--- src/rtl/debounce_pkg.sv ---
// Shared types and helpers for the multi-channel debouncer.
//   db_state_t : per-channel filter state (two stable levels, two qualifying waits)
//   cnt_width  : stability counter width for a given qualification length
package debounce_pkg;

  typedef enum logic [1:0] {STABLE_LO, WAIT_HI, STABLE_HI, WAIT_LO} db_state_t;

  function automatic int cnt_width(int cycles);
    return $clog2(cycles);
  endfunction

endpackage

--- src/rtl/debounce_channel.sv ---
// Single-channel debouncer: input synchroniser, four-state filter FSM with a
// stability counter, and registered level/strobe outputs.
//   clk       : system clock
//   rst_n     : asynchronous active-low reset
//   noisy     : raw asynchronous input
//   debounced : filtered level
//   rise/fall : one-cycle strobes on debounced 0->1 / 1->0
//   busy      : high while a candidate edge is being qualified
module debounce_channel
  import debounce_pkg::*;
#(
  parameter int unsigned DEBOUNCE_CYCLES = 500000,
  parameter int unsigned SYNC_STAGES     = 2,
  parameter bit          INIT_LEVEL      = 1'b0
) (
  input  logic clk,
  input  logic rst_n,
  input  logic noisy,
  output logic debounced,
  output logic rise,
  output logic fall,
  output logic busy
);

  localparam int unsigned     CW        = cnt_width(DEBOUNCE_CYCLES);
  localparam logic [CW-1:0]   CntLast   = CW'(DEBOUNCE_CYCLES - 1);
  localparam db_state_t       InitState = INIT_LEVEL ? STABLE_HI : STABLE_LO;

  logic [SYNC_STAGES-1:0] sync_q;
  logic                   s;
  db_state_t              state_q, state_d;
  logic [CW-1:0]          cnt_q, cnt_d;
  logic                   level_now, wait_now;
  logic                   debounced_q, rise_q, fall_q, busy_q;

  always_ff @(posedge clk or negedge rst_n) begin
    if (!rst_n) begin
      sync_q <= {SYNC_STAGES{INIT_LEVEL}};
    end else begin
      sync_q <= {sync_q[SYNC_STAGES-2:0], noisy};
    end
  end

  assign s = sync_q[SYNC_STAGES-1];

  // A reversal in a WAIT state is tested before count completion so that the
  // candidate is rejected even on the final qualifying cycle.
  always_comb begin
    state_d = state_q;
    cnt_d   = '0;
    unique case (state_q)
      STABLE_LO: if (s) state_d = WAIT_HI;
      WAIT_HI: begin
        if (!s)                  state_d = STABLE_LO;
        else if (cnt_q == CntLast) state_d = STABLE_HI;
        else                     cnt_d = cnt_q + CW'(1);
      end
      STABLE_HI: if (!s) state_d = WAIT_LO;
      WAIT_LO: begin
        if (s)                   state_d = STABLE_HI;
        else if (cnt_q == CntLast) state_d = STABLE_LO;
        else                     cnt_d = cnt_q + CW'(1);
      end
      default: state_d = InitState;
    endcase
  end

  always_ff @(posedge clk or negedge rst_n) begin
    if (!rst_n) begin
      state_q <= InitState;
      cnt_q   <= '0;
    end else begin
      state_q <= state_d;
      cnt_q   <= cnt_d;
    end
  end

  assign level_now = (state_q == STABLE_HI) || (state_q == WAIT_LO);
  assign wait_now  = (state_q == WAIT_HI) || (state_q == WAIT_LO);

  // Strobes are derived from the registered level so they coincide exactly
  // with the cycle debounced changes.
  always_ff @(posedge clk or negedge rst_n) begin
    if (!rst_n) begin
      debounced_q <= INIT_LEVEL;
      rise_q      <= 1'b0;
      fall_q      <= 1'b0;
      busy_q      <= 1'b0;
    end else begin
      debounced_q <= level_now;
      rise_q      <= level_now & ~debounced_q;
      fall_q      <= ~level_now & debounced_q;
      busy_q      <= wait_now;
    end
  end

  assign debounced = debounced_q;
  assign rise      = rise_q;
  assign fall      = fall_q;
  assign busy      = busy_q;

endmodule

--- src/rtl/debounce_multi.sv ---
// N-channel switch/button debouncer; one independent debounce_channel per bit.
//   clk       : system clock
//   rst_n     : asynchronous active-low reset
//   noisy     : raw asynchronous inputs, bit i = channel i
//   debounced : filtered level per channel
//   rise/fall : one-cycle strobes per channel on debounced 0->1 / 1->0
//   busy      : per channel, high while qualifying a candidate edge
module debounce_multi
  import debounce_pkg::*;
#(
  parameter int unsigned NUM_CH          = 4,
  parameter int unsigned DEBOUNCE_CYCLES = 500000,
  parameter int unsigned SYNC_STAGES     = 2,
  parameter bit          INIT_LEVEL      = 1'b0
) (
  input  logic              clk,
  input  logic              rst_n,
  input  logic [NUM_CH-1:0] noisy,
  output logic [NUM_CH-1:0] debounced,
  output logic [NUM_CH-1:0] rise,
  output logic [NUM_CH-1:0] fall,
  output logic [NUM_CH-1:0] busy
);

  for (genvar i = 0; i < NUM_CH; i++) begin : g_ch
    debounce_channel #(
      .DEBOUNCE_CYCLES(DEBOUNCE_CYCLES),
      .SYNC_STAGES    (SYNC_STAGES),
      .INIT_LEVEL     (INIT_LEVEL)
    ) u_channel (
      .clk      (clk),
      .rst_n    (rst_n),
      .noisy    (noisy[i]),
      .debounced(debounced[i]),
      .rise     (rise[i]),
      .fall     (fall[i]),
      .busy     (busy[i])
    );
  end

endmodule

--- config.mk ---
export PLATFORM = sky130hd
export DESIGN_NAME = debounce_multi
export DESIGN_NICKNAME = d
export VERILOG_FILES = /design/src/rtl/debounce_pkg.sv /design/src/rtl/debounce_channel.sv /design/src/rtl/debounce_multi.sv
export SDC_FILE = /design/constraint.sdc
export NUM_CORES = 1
export LEC_CHECK = 0
export CAP_MARGIN = 20
export CORE_MARGIN = 3
export CORE_UTILIZATION = 60
export CTS_CLUSTER_DIAMETER = 60
export DETAILED_ROUTE_END_ITERATION = 16
export PLACE_DENSITY = 0.75
export SLEW_MARGIN = 20
export SYNTH_ARGS = -nofsm -noshare
export SYNTH_HDL_FRONTEND = slang
export SYNTH_SLANG_ARGS = --single-unit
--- constraint.sdc ---
create_clock -name clk -period 2.8 [get_ports clk]
set_clock_uncertainty 0.05 [all_clocks]
set_input_delay 0.56 -clock clk [delete_from_list [all_inputs] [get_ports clk]]
set_output_delay 0.56 -clock clk [all_outputs]
set_load 0.03 [all_outputs]
==> Yosys cells after proc, flatten, opt, wreduce, memory -nomap -nowiden <==
Index checks and enable logic that the tools add are counted.
{ "totals": {"register_bits": 108, "memories": 0, "mem_bits_ro": 0, "latch_bits": 0, "output_inout_bits": 16, "mem_bits_rw": 0, "input_bits": 6, "wordCells": 140} }
{ "op_classes": {"n_addsub": 4, "n_bitwise": 16, "n_lt_le_gt_ge": 0, "shifts": 0, "n_div": 0, "mux": 44, "multipliers": 0, "reduce_logical": 16, "eq_ne": 32} }
{ "ops": {"columns": ["op", "n"], "rows": [
  ["2-to-1 mux 19 bit", 12],
  ["one-hot mux 19 bit (2 select lines)", 4],
  ["adder 19 x 1 -> 19 bit (second input constant)", 4],
  ["equality test 19 bit (second input constant)", 4],
  ["2-to-1 mux 2 bit", 24],
  ["one-hot mux 2 bit (4 select lines)", 4],
  ["equality test 2 bit (second input constant)", 8],
  ["AND reduction 4 bit", 4],
  ["inequality test 3 x 1 -> 1 bit (second input constant)", 4],
  ["inequality test 3 bit (second input constant)", 4],
  ["AND 1 bit", 8],
  ["equality test 2 x 1 -> 1 bit (second input constant)", 4],
  ["zero test 2 bit", 4],
  ["logical OR 1 bit", 8],
  ["inequality test 2 x 1 -> 1 bit (second input constant)", 4],
  ["inequality test 2 bit (second input constant)", 4],
  ["NOT 1 bit", 8]
]} }

==> Longest topological paths before layout <==
{ "depth": {"word_depth": 4, "depth_mapped": 7, "ltp_nobuf": 5} }

==> Hierarchy <==
From an unflattened synthesis, not the netlist that was laid out.
{ "hier_totals": {"hier_cells": 465, "hier_area_um2": 4986.0} }
{ "modules_own_cells": {"columns": ["mod", "area_per_inst_um2", "seq_area_each_um2", "cells_per_inst", "instances"], "rows": [
  ["debounce_channel at g_ch[0].u_channel ...", 1248.7, 675.6, 116, 3],
  ["debounce_channel at g_ch[3].u_channel", 1239.9, 675.6, 117, 1]
]} }

==> Worst setup path after synthesis <==
OpenSTA, ideal clock, no wires.
{ "synth_timing": {"path_type": "reg-to-reg", "from": "register g_ch[3].u_channel.cnt_q[0]", "to": "register (tool-made name)", "path_buffers": 1, "setup_slack_ns": 0.804, "synth_period_minus_slack_ns": 1.996, "setup_ns": 0.125, "t_arrival_ns": 1.821, "required_time_ns": 2.625, "stages_incl_launch_ff": 7, "cell_sequence": "dfrtp_1 ha_1 and4_1 buf_6 nand4_4 or4_4 mux2_4"} }
{ "synth_lines": {"columns": ["element", "line", "rtl"], "rows": [
  ["start: declaration", "debounce_channel.sv:32", "logic [CW-1:0] cnt_q, cnt_d;"],
  ["start signal: assignment", "debounce_channel.sv:74", "cnt_q <= cnt_d;"]
]} }

==> Worst setup path after layout <==
{ "layout_timing": {"from": "register g_ch[2].u_channel.cnt_q[0]", "to": "register g_ch[2].u_channel.cnt_q[5]"} }
{ "layout_via": {"elab_chain_len": 4, "word_cells_on_any_way": 6, "classes_between": "add/sub: 1; eq/ne: 1; mux: 4"} }
{ "layout_lines": {"columns": ["element", "line", "rtl"], "rows": [
  ["start: declaration", "debounce_channel.sv:32", null],
  ["start signal: assignment", "debounce_channel.sv:74", null],
  ["adder 19 x 1 -> 19 bit or equality test 19 bit (tied branches)", null, null],
  ["2-to-1 mux 19 bit *", "debounce_channel.sv:55, debounce_channel.sv:61", null],
  ["2-to-1 mux 19 bit, on equally long branches", "debounce_channel.sv:60, debounce_channel.sv:54", null],
  ["one-hot mux 19 bit (2 select lines) *", "debounce_channel.sv:51", "unique case (state_q)"],
  ["net g_ch[2].u_channel.cnt_d[5]", "debounce_channel.sv:32", null]
]} }
Mark *: on every way through the listed nets, which the timed path passes. The rest lies on a longest branch.
A chain may end at the register's enable or synchronous reset.

==> impl_metrics.json <==
{
  "cts_made_buffers": 9,
  "dp_slack_ps": 630,
  "grt-ovfl-total": 0,
  "relSlewSlack_pct": 51.2,
  "p_per_area_nw_per_um2": 496,
  "synth_fp_nets": 481,
  "max_cap_viol_count": 0,
  "synth-simple-area-share_pct": 23.7,
  "gp_congestion": 0.822,
  "synth_area_sq_um": 4930,
  "fp.dieH_microns": 96.7,
  "cts_hold_buf": 0,
  "yosys_warnings": 0,
  "synth_fa_ha_area_share_pct": 1.01,
  "synth_top_area_share_pct": 54.8,
  "diodes": 0,
  "p_int_mw": 2.04,
  "die_area_sq_um": 9340,
  "clk_transition_reported_paths_ps": 100,
  "finalSetupTns_ps": 0,
  "irDropWorstVdd_mv": 0.269,
  "cp_num_buf_inv": 1,
  "ios": 22,
  "pwr-share-clk_pct": 36.2,
  "drv_slew": 0,
  "synth_seq_cells": 108,
  "rsz0062_at_grt": "false",
  "fmax_mhz": 454,
  "placed_cell_area_sq_um": 5090,
  "synth_compound_area_share_pct": 4.92,
  "layout_common_cells": "dfrtp_1, nor2_1, xor2_1, nand3_1",
  "layout.nets": 480,
  "critPathTopFamily": "simple AND/OR/NAND/NOR gates",
  "avgRoutedWirePerCell_microns": 14.3,
  "crit_slowest_cell": "o211ai_2",
  "timing.rr.end": "g_ch[2].u_channel.cnt_q[5]$_DFF_PN0_",
  "power_switching_share_pct": 22.1,
  "cts_resized": 0,
  "layout_commonest_cell": "dfrtp_1",
  "critPathKind": "flop to flop",
  "grt.total_usage_pct": 18.7,
  "p_total_mw": 2.62,
  "hold_path_class": "input port to async pin",
  "setup_viol": 0,
  "ant_nets": 0,
  "max_stage_delay_ps": 480,
  "synth_largest_area_cell": "dfrtp_1",
  "crit_required_ps": 3000,
  "seq_power_share_pct": 60.5,
  "synth_top_family_by_area": "simple AND/OR/NAND/NOR gates",
  "synth_area_leaders": "dfrtp_1, xor2_1, nor2_1",
  "grt_max_degree": 43,
  "crit_fanout": 10,
  "drive_gt1_share_pct": 5.05,
  "finish.utilization_pct": 67.4,
  "start_util_pct": 62.9,
  "synth_top_flop_cell": "dfrtp_1",
  "cts_sinks": 108,
  "yosysSeqAreaShare_pct": 54.8,
  "drc": 0,
  "firstDrtPassIters": 4,
  "cts_tree": "built",
  "grt_pass1_wl_microns": 14600,
  "status": "finished clean",
  "p_leak_nw": 2.18,
  "root_buffer": "clkbuf_8",
  "r2r_slack_ps": 600,
  "die_x_microns": 96.7,
  "synth_xor_area_share_pct": 9.77,
  "rows": 32,
  "synth_mux_area_share_pct": 0.989,
  "period_needed_ps": 2200,
  "hpwl_microns": 5630,
  "reg2reg_depth": 6,
  "clock_latency_ps": 360,
  "cts_buffer_depth": 2,
  "first_iter_violations": 87,
  "syn-mean-instance-area_sq_um": 10.5,
  "synth_async_sr_flop_share_pct": 100,
  "worstPathCellList": "ha_1 -> and4_1 -> nand4_1 -> o211ai_2 -> buf_4 -> nor2_1",
  "p_sw_mw": 0.581,
  "postCtsSetupBuffers": 0,
  "comb_power_share_pct": 3.3,
  "hold_slack_ps": 117,
  "design_area_sq_um": 5290,
  "fill_cells": 620,
  "worstSetupStartpointType": "flop",
  "instances_no_fill": 577,
  "netlist_instances": 471,
  "synth-edff-count": 0,
  "synth_cell_types": 39,
  "htreeDepth": 3,
  "rr_startpoint": "g_ch[2].u_channel.cnt_q[0]$_DFF_PN0_",
  "first_global_vias": 3182,
  "endpoint_kind": "flop",
  "critPathArrivalTime_ps": 2400,
  "port-buffer-count": 21,
  "grt_antenna_before_repair": 0,
  "period_share_pct": 78.7,
  "vias": 3313,
  "fin_ws_ps": 596,
  "core_sq_um": 7850,
  "dpl.cell_count": 561,
  "drt-total-wl_microns": 8240,
  "worstMarginPinSlew_ps": 732,
  "syn2layout_area_growth_pct": 7.31,
  "via_per_inst": 5.74,
  "final_hold_viol_count": 0
}
==> power by group through the flow <==
stage / combinational (mW) / sequential, mW / clock (mW)
after floorplan: 0.0428 / 1.62 / 0
after global placement: 0.0888 / 1.62 / 0
after detailed placement: 0.0906 / 1.62 / 0
after CTS: 0.0908 / 1.59 / 0.986
after global routing: 0.0997 / 1.59 / 1.05
final: 0.0869 / 1.59 / 0.949
==> worst max path at each step <==
stage | start | to | slack (ps) | cells after the start
finish | g_ch[2].u_channel.cnt_q[0]$_DFF_PN0_ | g_ch[2].u_channel.cnt_q[5]$_DFF_PN0_ | 600 | 6
global route | g_ch[3].u_channel.cnt_q[0]$_DFF_PN0_ | g_ch[3].u_channel.cnt_q[12]$_DFF_PN0_ | 440 | 5
CTS | g_ch[2].u_channel.cnt_q[0]$_DFF_PN0_ | g_ch[2].u_channel.cnt_q[8]$_DFF_PN0_ | 600 | 6
detailed placement | g_ch[3].u_channel.cnt_q[0]$_DFF_PN0_ | g_ch[3].u_channel.cnt_q[16]$_DFF_PN0_ | 630 | 5
global placement | g_ch[2].u_channel.cnt_q[0]$_DFF_PN0_ | g_ch[2].u_channel.cnt_q[8]$_DFF_PN0_ | 650 | 6
floorplan | g_ch[3].u_channel.cnt_q[0]$_DFF_PN0_ | flop | 800 | 6
==> final cells by class <==
cell class | count | area [sq um] | share of cell area, %
flip-flops and latches | 108 | 2700 | 51.1
clock buffers | 11 | 141 | 2.67
clock inverters | 5 | 60.1 | 1.13
well taps | 102 | 128 | 2.41
repair buffers | 24 | 243 | 4.59
inverters | 7 | 26.3 | 0.496
multi-input cells | 320 | 1990 | 37.6
==> sequential cells by signal, indices dropped and copies added (netlist names), named ones only <==
register and count:
g_ch.u_channel.cnt_q 76, g_ch.u_channel.sync_q 8, g_ch.u_channel.busy 4, g_ch.u_channel.debounced 4
g_ch.u_channel.fall 4, g_ch.u_channel.rise 4, g_ch.u_channel.state_q 4
==> cell usage after synthesis, types with 2 or more instances <==
cell type,count
a21o_1,2
and2_1,7
o31ai_1,6
dfrtp_1,108
a21oi_1,17
nor3_1,8
xor2_1,35
o21ai_0,11
nand4_1,24
xnor2_1,20
nand2b_1,2
nor4_1,11
inv_1,7
nand3_1,28
mux2_1,3
and4_1,9
nand2_1,24
and3_1,3
or3_1,11
or2_1,4
nor2b_1,8
or4_1,9
buf_4,16
ha_1,4
clkbuf_1,12
nor2_1,63
buf_2,7
==> layer usage <==
metal | up-vias | wire length, microns | global-route usage (%)
li1 | 1619 | - | -
met1 | 1606 | 3900 | 25.9
met2 | 77 | 3890 | 29.7
met3 | 11 | 335 | 4.61
met4 | 0 | 110 | 5.40
met5 | - | 0 | 0
==> logic make-up (layout without fill, tap and decap cells) <==
group,after synthesis,in the layout
AO/OA/AOI/OAI,39,39
XOR/XNOR,55,55
adder cells (fa/ha/maj),4,4
buffers and inverters,43,47
flip-flops,108,108
multiplexers,4,4
AND/OR/NAND/NOR,218,218
==> worst register-to-register path: cells and delay by family, from the launching register on <==
family | cells | cell delay (ps)
adder cells (fa/ha/maj) | 1 | 210
AO/OA/AOI/OAI | 1 | 480
flip-flops | 1 | 400
buffers and inverters | 1 | 260
AND/OR/NAND/NOR | 3 | 690
(Power assumes the default switching activity.)
